### src/rtl/wb_bram_sched_pkg.sv
// wb_bram_sched_pkg: shared types and helpers for the BRAM write-port scheduler.
//   BRAM_ADDR_W / BRAM_WORD_W : default BRAM address and word widths.
//   wbs_state_e               : scheduler FSM encoding (idle / run / done).
//   region_len()              : length of the address region a layer covers.
package wb_bram_sched_pkg;

    localparam int BRAM_ADDR_W = 12;
    localparam int BRAM_WORD_W = 64;

    typedef enum logic [1:0] {
        WBS_IDLE = 2'd0,
        WBS_RUN  = 2'd1,
        WBS_DONE = 2'd2
    } wbs_state_e;

    // Rows times the effective stride; a stride shorter than a row still
    // covers every word of that row.
    function automatic logic [31:0] region_len(logic [7:0] rows, logic [7:0] row_words,
                                               logic [31:0] stride);
        logic [31:0] s;
        s = (stride > {24'd0, row_words}) ? stride : {24'd0, row_words};
        return 32'(rows) * s;
    endfunction

endpackage

### src/rtl/wb_bram_sched_if.sv
// wb_bram_sched_if: writeback, loader and BRAM write-port bundle.
//   wb_*   : writeback packer request (valid, two data words) and ready.
//   ld_*   : loader request (valid, port select, address, data) and ready.
//   *_BRAM32k_{1,2} : registered write enable / address / data per BRAM port.
//   modport slave  : the scheduler side.
//   modport master : the requesters and BRAM side.
interface wb_bram_sched_if
    import wb_bram_sched_pkg::*;
#(
    parameter int ADDR_W = BRAM_ADDR_W,
    parameter int DATA_W = BRAM_WORD_W
);
    logic              wb_valid;
    logic [DATA_W-1:0] wb_din_1;
    logic [DATA_W-1:0] wb_din_2;
    logic              wb_ready;
    logic              ld_valid;
    logic              ld_sel;
    logic [ADDR_W-1:0] ld_addr;
    logic [DATA_W-1:0] ld_din;
    logic              ld_ready;
    logic              we_BRAM32k_1;
    logic              we_BRAM32k_2;
    logic [ADDR_W-1:0] addr_BRAM32k_1;
    logic [ADDR_W-1:0] addr_BRAM32k_2;
    logic [DATA_W-1:0] din_BRAM32k_1;
    logic [DATA_W-1:0] din_BRAM32k_2;

    modport slave (
        input  wb_valid, wb_din_1, wb_din_2, ld_valid, ld_sel, ld_addr, ld_din,
        output wb_ready, ld_ready, we_BRAM32k_1, we_BRAM32k_2,
               addr_BRAM32k_1, addr_BRAM32k_2, din_BRAM32k_1, din_BRAM32k_2
    );

    modport master (
        output wb_valid, wb_din_1, wb_din_2, ld_valid, ld_sel, ld_addr, ld_din,
        input  wb_ready, ld_ready, we_BRAM32k_1, we_BRAM32k_2,
               addr_BRAM32k_1, addr_BRAM32k_2, din_BRAM32k_1, din_BRAM32k_2
    );

endinterface

### src/rtl/wb_bram_addr_gen.sv
// wb_bram_addr_gen: row/column walker producing the two writeback addresses.
//   clk, rst          : clock, asynchronous active-high reset.
//   load              : restart at base_1/base_2 with row and column 0.
//   step              : advance one word (one accepted writeback pair).
//   base_1, base_2    : start addresses sampled on load.
//   row_words, rows   : layer geometry (both >= 1).
//   stride            : address step between row starts.
//   addr_1, addr_2    : current write addresses (row base + column).
//   last              : current word is the final word of the layer.
module wb_bram_addr_gen
    import wb_bram_sched_pkg::*;
#(
    parameter int ADDR_W = BRAM_ADDR_W
) (
    input  logic              clk,
    input  logic              rst,
    input  logic              load,
    input  logic              step,
    input  logic [ADDR_W-1:0] base_1,
    input  logic [ADDR_W-1:0] base_2,
    input  logic [7:0]        row_words,
    input  logic [7:0]        rows,
    input  logic [ADDR_W-1:0] stride,
    output logic [ADDR_W-1:0] addr_1,
    output logic [ADDR_W-1:0] addr_2,
    output logic              last
);

    logic [7:0]        col_q, col_d, row_q, row_d;
    logic [ADDR_W-1:0] row_base_1_q, row_base_1_d, row_base_2_q, row_base_2_d;
    logic              col_end, row_end;

    always_comb begin
        col_end      = col_q == row_words - 8'd1;
        row_end      = row_q == rows - 8'd1;
        last         = col_end && row_end;
        col_d        = load ? 8'd0 : step ? (col_end ? 8'd0 : col_q + 8'd1) : col_q;
        row_d        = load ? 8'd0 : (step && col_end) ? row_q + 8'd1 : row_q;
        row_base_1_d = load ? base_1 : (step && col_end) ? row_base_1_q + stride : row_base_1_q;
        row_base_2_d = load ? base_2 : (step && col_end) ? row_base_2_q + stride : row_base_2_q;
        addr_1       = row_base_1_q + ADDR_W'(col_q);
        addr_2       = row_base_2_q + ADDR_W'(col_q);
    end

    always_ff @(posedge clk or posedge rst) begin
        if (rst) begin
            col_q        <= '0;
            row_q        <= '0;
            row_base_1_q <= '0;
            row_base_2_q <= '0;
        end else begin
            col_q        <= col_d;
            row_q        <= row_d;
            row_base_1_q <= row_base_1_d;
            row_base_2_q <= row_base_2_d;
        end
    end

endmodule

### src/rtl/wb_bram_sched.sv
// wb_bram_sched: write-port scheduler for the dual-port 32k BRAM.
//   clk, rst      : clock, asynchronous active-high reset.
//   start         : begins a layer when idle (ignored while busy).
//   cfg_*         : layer base addresses, geometry and row stride.
//   bus (slave)   : writeback / loader handshakes and registered BRAM writes.
//   busy          : a layer is in progress.
//   FinishWB      : one-cycle pulse when a layer completes.
//   ld_err        : pulse one cycle after a loader write into the active
//                   region was dropped; only with WBSCHED_PROTECT_EN defined,
//                   otherwise constant 0.
module wb_bram_sched
    import wb_bram_sched_pkg::*;
#(
    parameter int ADDR_W     = BRAM_ADDR_W,
    parameter int DATA_W     = BRAM_WORD_W,
    parameter int STARVE_LIM = 8
) (
    input  logic              clk,
    input  logic              rst,
    input  logic              start,
    input  logic [ADDR_W-1:0] cfg_base_1,
    input  logic [ADDR_W-1:0] cfg_base_2,
    input  logic [7:0]        cfg_row_words,
    input  logic [7:0]        cfg_rows,
    input  logic [ADDR_W-1:0] cfg_stride,
    wb_bram_sched_if.slave    bus,
    output logic              busy,
    output logic              FinishWB,
    output logic              ld_err
);

    localparam int SW = $clog2(STARVE_LIM + 1);

    wbs_state_e        state_q, state_d;
    logic [7:0]        words_q, words_d, rows_q, rows_d;
    logic [ADDR_W-1:0] stride_q, stride_d;
    logic [SW-1:0]     starve_q, starve_d;
    logic              en_q;
    logic              we_1_q, we_1_d, we_2_q, we_2_d, ld_err_q, ld_err_d;
    logic [ADDR_W-1:0] addr_1_q, addr_1_d, addr_2_q, addr_2_d;
    logic [DATA_W-1:0] din_1_q, din_1_d, din_2_q, din_2_d;
    logic [ADDR_W-1:0] gen_addr_1, gen_addr_2;
    logic              last, force_ld, wb_acc, ld_acc, ld_w1, ld_w2, load, prot;

    // en_q keeps both readies low while reset is held and for the first cycle after.
    assign force_ld     = state_q == WBS_RUN && starve_q == SW'(STARVE_LIM);
    assign bus.wb_ready = state_q == WBS_RUN && !force_ld;
    assign bus.ld_ready = en_q && (state_q != WBS_RUN || force_ld || !bus.wb_valid);
    assign wb_acc       = bus.wb_valid && bus.wb_ready;
    assign ld_acc       = bus.ld_valid && bus.ld_ready;
    assign load         = state_q == WBS_IDLE && start;

`ifdef WBSCHED_PROTECT_EN
    logic [ADDR_W-1:0] base_1_q, base_1_d, base_2_q, base_2_d, ld_off;

    always_comb begin
        base_1_d = load ? cfg_base_1 : base_1_q;
        base_2_d = load ? cfg_base_2 : base_2_q;
        ld_off   = bus.ld_addr - (bus.ld_sel ? base_2_q : base_1_q);
        prot     = state_q == WBS_RUN &&
                   32'(ld_off) < region_len(rows_q, words_q, 32'(stride_q));
    end

    always_ff @(posedge clk or posedge rst) begin
        if (rst) begin
            base_1_q <= '0;
            base_2_q <= '0;
        end else begin
            base_1_q <= base_1_d;
            base_2_q <= base_2_d;
        end
    end
`else
    assign prot = 1'b0;
`endif

    always_comb begin
        state_d  = state_q == WBS_IDLE ? (start ? WBS_RUN : WBS_IDLE)
                 : state_q == WBS_RUN  ? ((wb_acc && last) ? WBS_DONE : WBS_RUN)
                 : WBS_IDLE;
        words_d  = load ? cfg_row_words : words_q;
        rows_d   = load ? cfg_rows : rows_q;
        stride_d = load ? cfg_stride : stride_q;
        starve_d = (ld_acc || !bus.ld_valid) ? '0 : starve_q + 1'b1;
        ld_w1    = ld_acc && !bus.ld_sel && !prot;
        ld_w2    = ld_acc && bus.ld_sel && !prot;
        we_1_d   = wb_acc || ld_w1;
        we_2_d   = wb_acc || ld_w2;
        addr_1_d = wb_acc ? gen_addr_1 : ld_w1 ? bus.ld_addr : addr_1_q;
        addr_2_d = wb_acc ? gen_addr_2 : ld_w2 ? bus.ld_addr : addr_2_q;
        din_1_d  = wb_acc ? bus.wb_din_1 : ld_w1 ? bus.ld_din : din_1_q;
        din_2_d  = wb_acc ? bus.wb_din_2 : ld_w2 ? bus.ld_din : din_2_q;
        ld_err_d = ld_acc && prot;
    end

    always_ff @(posedge clk or posedge rst) begin
        if (rst) begin
            state_q  <= WBS_IDLE;
            en_q     <= 1'b0;
            words_q  <= '0;
            rows_q   <= '0;
            stride_q <= '0;
            starve_q <= '0;
            we_1_q   <= 1'b0;
            we_2_q   <= 1'b0;
            addr_1_q <= '0;
            addr_2_q <= '0;
            din_1_q  <= '0;
            din_2_q  <= '0;
            ld_err_q <= 1'b0;
        end else begin
            state_q  <= state_d;
            en_q     <= 1'b1;
            words_q  <= words_d;
            rows_q   <= rows_d;
            stride_q <= stride_d;
            starve_q <= starve_d;
            we_1_q   <= we_1_d;
            we_2_q   <= we_2_d;
            addr_1_q <= addr_1_d;
            addr_2_q <= addr_2_d;
            din_1_q  <= din_1_d;
            din_2_q  <= din_2_d;
            ld_err_q <= ld_err_d;
        end
    end

    wb_bram_addr_gen #(.ADDR_W(ADDR_W)) u_addr_gen (
        .clk       (clk),
        .rst       (rst),
        .load      (load),
        .step      (wb_acc),
        .base_1    (cfg_base_1),
        .base_2    (cfg_base_2),
        .row_words (words_q),
        .rows      (rows_q),
        .stride    (stride_q),
        .addr_1    (gen_addr_1),
        .addr_2    (gen_addr_2),
        .last      (last)
    );

    assign busy               = state_q != WBS_IDLE;
    assign FinishWB           = state_q == WBS_DONE;
    assign ld_err             = ld_err_q;
    assign bus.we_BRAM32k_1   = we_1_q;
    assign bus.we_BRAM32k_2   = we_2_q;
    assign bus.addr_BRAM32k_1 = addr_1_q;
    assign bus.addr_BRAM32k_2 = addr_2_q;
    assign bus.din_BRAM32k_1  = din_1_q;
    assign bus.din_BRAM32k_2  = din_2_q;

endmodule

### src/flat_wrapper.sv
// flat-port wrapper written by rule: the top's interface ports become plain ports
module wb_bram_sched_flat import wb_bram_sched_pkg::*;
#(
    parameter int ADDR_W     = BRAM_ADDR_W,
    parameter int DATA_W     = BRAM_WORD_W,
    parameter int STARVE_LIM = 8
)
  (clk, rst, start, cfg_base_1, cfg_base_2, cfg_row_words, cfg_rows, cfg_stride, busy, FinishWB, ld_err, bus_wb_valid, bus_wb_din_1, bus_wb_din_2, bus_ld_valid, bus_ld_sel, bus_ld_addr, bus_ld_din, bus_wb_ready, bus_ld_ready, bus_we_BRAM32k_1, bus_we_BRAM32k_2, bus_addr_BRAM32k_1, bus_addr_BRAM32k_2, bus_din_BRAM32k_1, bus_din_BRAM32k_2);
  wb_bram_sched_if #(.ADDR_W(ADDR_W), .DATA_W(DATA_W)) bus_i ();
  input  logic clk;
  input  logic rst;
  input  logic start;
  input  logic [ADDR_W-1:0] cfg_base_1;
  input  logic [ADDR_W-1:0] cfg_base_2;
  input  logic [7:0] cfg_row_words;
  input  logic [7:0] cfg_rows;
  input  logic [ADDR_W-1:0] cfg_stride;
  output logic busy;
  output logic FinishWB;
  output logic ld_err;
  input wire logic [$bits(bus_i.wb_valid)-1:0] bus_wb_valid;
  input wire logic [$bits(bus_i.wb_din_1)-1:0] bus_wb_din_1;
  input wire logic [$bits(bus_i.wb_din_2)-1:0] bus_wb_din_2;
  input wire logic [$bits(bus_i.ld_valid)-1:0] bus_ld_valid;
  input wire logic [$bits(bus_i.ld_sel)-1:0] bus_ld_sel;
  input wire logic [$bits(bus_i.ld_addr)-1:0] bus_ld_addr;
  input wire logic [$bits(bus_i.ld_din)-1:0] bus_ld_din;
  output wire logic [$bits(bus_i.wb_ready)-1:0] bus_wb_ready;
  output wire logic [$bits(bus_i.ld_ready)-1:0] bus_ld_ready;
  output wire logic [$bits(bus_i.we_BRAM32k_1)-1:0] bus_we_BRAM32k_1;
  output wire logic [$bits(bus_i.we_BRAM32k_2)-1:0] bus_we_BRAM32k_2;
  output wire logic [$bits(bus_i.addr_BRAM32k_1)-1:0] bus_addr_BRAM32k_1;
  output wire logic [$bits(bus_i.addr_BRAM32k_2)-1:0] bus_addr_BRAM32k_2;
  output wire logic [$bits(bus_i.din_BRAM32k_1)-1:0] bus_din_BRAM32k_1;
  output wire logic [$bits(bus_i.din_BRAM32k_2)-1:0] bus_din_BRAM32k_2;
  assign bus_i.wb_valid = bus_wb_valid;
  assign bus_i.wb_din_1 = bus_wb_din_1;
  assign bus_i.wb_din_2 = bus_wb_din_2;
  assign bus_i.ld_valid = bus_ld_valid;
  assign bus_i.ld_sel = bus_ld_sel;
  assign bus_i.ld_addr = bus_ld_addr;
  assign bus_i.ld_din = bus_ld_din;
  assign bus_wb_ready = bus_i.wb_ready;
  assign bus_ld_ready = bus_i.ld_ready;
  assign bus_we_BRAM32k_1 = bus_i.we_BRAM32k_1;
  assign bus_we_BRAM32k_2 = bus_i.we_BRAM32k_2;
  assign bus_addr_BRAM32k_1 = bus_i.addr_BRAM32k_1;
  assign bus_addr_BRAM32k_2 = bus_i.addr_BRAM32k_2;
  assign bus_din_BRAM32k_1 = bus_i.din_BRAM32k_1;
  assign bus_din_BRAM32k_2 = bus_i.din_BRAM32k_2;
  wb_bram_sched #(.ADDR_W(ADDR_W), .DATA_W(DATA_W), .STARVE_LIM(STARVE_LIM)) u_core (.clk(clk), .rst(rst), .start(start), .cfg_base_1(cfg_base_1), .cfg_base_2(cfg_base_2), .cfg_row_words(cfg_row_words), .cfg_rows(cfg_rows), .cfg_stride(cfg_stride), .bus(bus_i), .busy(busy), .FinishWB(FinishWB), .ld_err(ld_err));
endmodule
### config.mk
export PLATFORM = sky130hd
export DESIGN_NAME = wb_bram_sched_flat
export DESIGN_NICKNAME = d
export VERILOG_FILES = /design/src/rtl/wb_bram_sched_pkg.sv /design/src/rtl/wb_bram_sched_if.sv /design/src/rtl/wb_bram_addr_gen.sv /design/src/rtl/wb_bram_sched.sv /design/src/flat_wrapper.sv
export SDC_FILE = /design/constraint.sdc
export NUM_CORES = 1
export LEC_CHECK = 0
export CAP_MARGIN = 10
export CORE_ASPECT_RATIO = 0.7
export CORE_MARGIN = 2
export CORE_UTILIZATION = 48
export CTS_BUF_LIST = sky130_fd_sc_hd__clkbuf_4
export DETAILED_ROUTE_END_ITERATION = 8
export PLACE_DENSITY = 0.95
export SYNTH_ARGS = -nofsm -noshare
export SYNTH_HDL_FRONTEND = slang
export SYNTH_SLANG_ARGS = --single-unit
### constraint.sdc
create_clock -name clk -period 11.3 [get_ports clk]
set_clock_uncertainty 0.15 [all_clocks]
set_input_delay 2.26 -clock clk [delete_from_list [all_inputs] [get_ports clk]]
set_output_delay 2.26 -clock clk [all_outputs]
set_load 0.02 [all_outputs]
==> impl_metrics.json <==
{
  "nFillCells": 1814,
  "ys_types": 64,
  "synth_common_cells": "nand2_1 (291), dfrtp_1 (229), o21ai_0 (183), mux2i_1 (141), nor2_1 (62)",
  "crit_buf_inv": 3,
  "cp_max_fo": 30,
  "start_util": 0.488,
  "insertion_delay_ps": 700,
  "routed_wl_um": 41800,
  "max_slew.worst_pin.slew_ps": 1260,
  "cp.arrival_ps": 4280,
  "antenna_found_initial": 8,
  "yosysWarningCount": 0,
  "cts_max_level": 2,
  "ir_drop_mv": 0.0879,
  "dr.pass1.iters": 7,
  "worst_slack_ps": 4610,
  "cp-endpoint": "bus_ld_ready",
  "cts.clk_slew.worst_paths_ps": 60,
  "cts.sinks": 229,
  "cpMaxStageDelayCell": "nand2_1",
  "outcome": "complete, no violations",
  "dieArea_um2": 27500,
  "io_buffers": 419,
  "pre_cts_ws_ps": 4630,
  "cts_root_buf": "clkbuf_4",
  "timing.final.crit_period_ps": 6690,
  "grt_start_max_net_pins": 287,
  "cp.required_ps": 8890,
  "routed_via_density": 5.61,
  "reg2reg_depth": 10,
  "grt_pass1_wl_um": 64500,
  "finalMaxSlewViolations": 0,
  "synth_most_common_cell": "nand2_1",
  "cp_cell_sequence": "clkdlybuf4s50_1 -> nand2_1 -> nand2_1 -> inv_1 -> clkdlybuf4s50_1",
  "synth_seq_area_share": 0.457,
  "drc": 0,
  "synthToLayoutAreaGrowth_pct": 40.4,
  "start_kind": "input port",
  "tns_ps": 0,
  "ys.flop_type": "dfrtp_1",
  "grt_usage": 0.299,
  "nets": 2061,
  "power.leakage_uw": 0.00849,
  "avgSynthCellArea_um2": 9.39,
  "cts_tree": "done",
  "drive_gt1_frac": 0.0716,
  "die_w_um": 197,
  "finalPower_uw": 3040,
  "rows": 49,
  "synthTopCellsByArea": "dfrtp_1 (46%), mux2i_1 (11%), nand2_1 (8.7%)",
  "crit_type": "input port to output port",
  "setup_viol": 0,
  "post_drt_wl_per_cell_um": 19.7,
  "r2r_slack_ps": 6870,
  "ant_nets": 0,
  "clockBufferDepth": 3,
  "synth_edf_count": 0,
  "postCtsSetupBuffers": 0,
  "worstReg2RegStart": "u_core.starve_q[0]$_DFF_PP0_",
  "max_freq_ghz": 0.150,
  "ioPinCount": 421,
  "die_y_um": 139,
  "p_per_area_nw_per_um2": 173,
  "relSlewSlack": 0.162,
  "cts_hold_buf": 0,
  "r2r_end": "u_core.bus.din_BRAM32k_1[23]$_DFFE_PP0P_",
  "cts_resized": 0,
  "crit_path_start": "bus_wb_valid",
  "place_hpwl_um": 30900,
  "drt_iter0_drc": 1069,
  "overflow": 0,
  "synth_top_area_frac": 0.457,
  "numCtsBuffers": 58,
  "cp.depth": 5,
  "async_reset_ff_frac": 1.00,
  "gp_congestion": 0.937,
  "drv_cap": 0,
  "dp.cells": 2022,
  "via_count": 11900,
  "hold_class": "flop to flop",
  "coreArea_um2": 25700,
  "rsz0062_at_grt": "no",
  "syn-cell-area_um2": 12500,
  "slowest_delay_ps": 670,
  "yosysTopAreaCell": "dfrtp_1",
  "first_global_vias": 11800,
  "synth_seq_cells": 229,
  "synth_fp_nets": 1646,
  "postSynthCellCount": 1336,
  "endpoint_kind": "output port",
  "critPathTopFamily": "buffers and inverters",
  "timing.final.crit_share": 0.592,
  "final_cells": 2127,
  "hold_viol": 0
}
-- layout make-up --
type | instances | area, µm² | share of cell area
multi-input cells | 1007 | 6380 | 0.362
well taps | 331 | 414 | 0.0235
clock inverters | 11 | 42.5 | 0.00242
inverters | 27 | 109 | 0.00618
clock buffers | 86 | 646 | 0.0367
flip-flops and latches | 229 | 5730 | 0.325
diodes | 8 | 20.0 | 0.00114
repair buffers | 428 | 4270 | 0.243
-- cell families after synthesis --
| logic type | Yosys count | share of synthesized area |
|---|---|---|
| compound gates | 306 | 0.141 |
| xor+xnor | 53 | 0.0370 |
| fa+ha+maj | 48 | 0.0503 |
| buf+inv | 100 | 0.0363 |
| flops | 229 | 0.457 |
| mux | 156 | 0.126 |
| other cells | 2 | 0.000599 |
| simple gates | 442 | 0.152 |
-- worst reg2reg max path: stages, from the launching register on --
cell	delay [ps]
dfrtp_1	400
inv_1	60
ha_1	180
and3b_1	220
nor3b_1	250
nand2_1	580
nand4b_1	690
buf_4	500
buf_4	780
mux2i_1	350
o21ai_0	120
-- where the power goes --
part	leakage [µW]	internal (µW)	switching, µW
Sequential	0.00281	976	155
Combinational	0.00526	594	627
Clock	0.000418	343	347
-- how the worst min path moves through the flow --
stage / startpoint / cells after the start / slack (ps) / end
floorplan: u_core.starve_q[0]$_DFF_PP0_ / 1 / 300 / u_core.starve_q[0]$_DFF_PP0_
global placement: u_core.starve_q[0]$_DFF_PP0_ / 1 / 320 / u_core.starve_q[0]$_DFF_PP0_
detailed placement: u_core.starve_q[0]$_DFF_PP0_ / 1 / 340 / u_core.starve_q[0]$_DFF_PP0_
CTS: u_core.starve_q[0]$_DFF_PP0_ / 1 / 350 / u_core.starve_q[0]$_DFF_PP0_
global route: u_core.starve_q[0]$_DFF_PP0_ / 1 / 390 / u_core.starve_q[0]$_DFF_PP0_
finish: u_core.starve_q[0]$_DFF_PP0_ / 1 / 350 / u_core.starve_q[0]$_DFF_PP0_
-- layer usage --
layer,up-vias,share of wire,wire length [µm],GRT usage
met3,152,0.089,3720,0.0836
met1,5664,0.39,16400,0.371
met4,0,0.055,2320,0.169
li1,5517,-,-,-
met5,-,0,0,0
met2,589,0.46,19300,0.472
-- through the flow --
| step | util | instance area, µm² | hold WS (ps) |
|---|---|---|---|
| after floorplan | - | 12500 | 300 |
| after global placement | 0.658 | 16900 | 321 |
| after detailed placement | 0.658 | 16900 | 339 |
| after CTS | 0.685 | 17600 | 347 |
| after global routing | 0.686 | 17600 | 391 |
| final | 0.686 | 17600 | 354 |
-- registers in the layout, summed over array words and instances, names as in the netlist --
name                            flops
u_core.bus.we_BRAM32k_1             1
u_core.rows_q                       8
u_core.bus.din_BRAM32k_2           64
u_core.u_addr_gen.row_q             8
u_core.starve_q                     4
u_core.words_q                      8
u_core.u_addr_gen.col_q             8
u_core.en_q                         1
u_core.u_addr_gen.row_base_1_q     12
u_core.state_q                      2
u_core.bus.addr_BRAM32k_2          12
u_core.bus.addr_BRAM32k_1          12
u_core.bus.din_BRAM32k_1           64
u_core.bus.we_BRAM32k_2             1
u_core.stride_q                    12
u_core.u_addr_gen.row_base_2_q     12
-- cells in the final DEF (no fill, tap or decap), types with 8 or more instances in the layout --
master           synthesis  final
a21o_1                  11     11
a21oi_1                 33     33
a31oi_1                 25     25
buf_4                   12      8
clkbuf_4                 0     86
clkdlybuf4s50_1          0    419
clkinv_1                 0      9
dfrtp_1                229    229
diode_2                  0      8
ha_1                    44     44
inv_1                   27     26
mux2_2                  15     15
mux2i_1                141    141
nand2_1                291    290
nand2b_1                 9      9
nand3_1                 14     14
nor2_1                  62     62
nor3_1                  17     17
o21ai_0                183    183
xnor2_1                 42     42
xor2_1                  11     11
No activity file was read; power rests on OpenSTA's default activity.
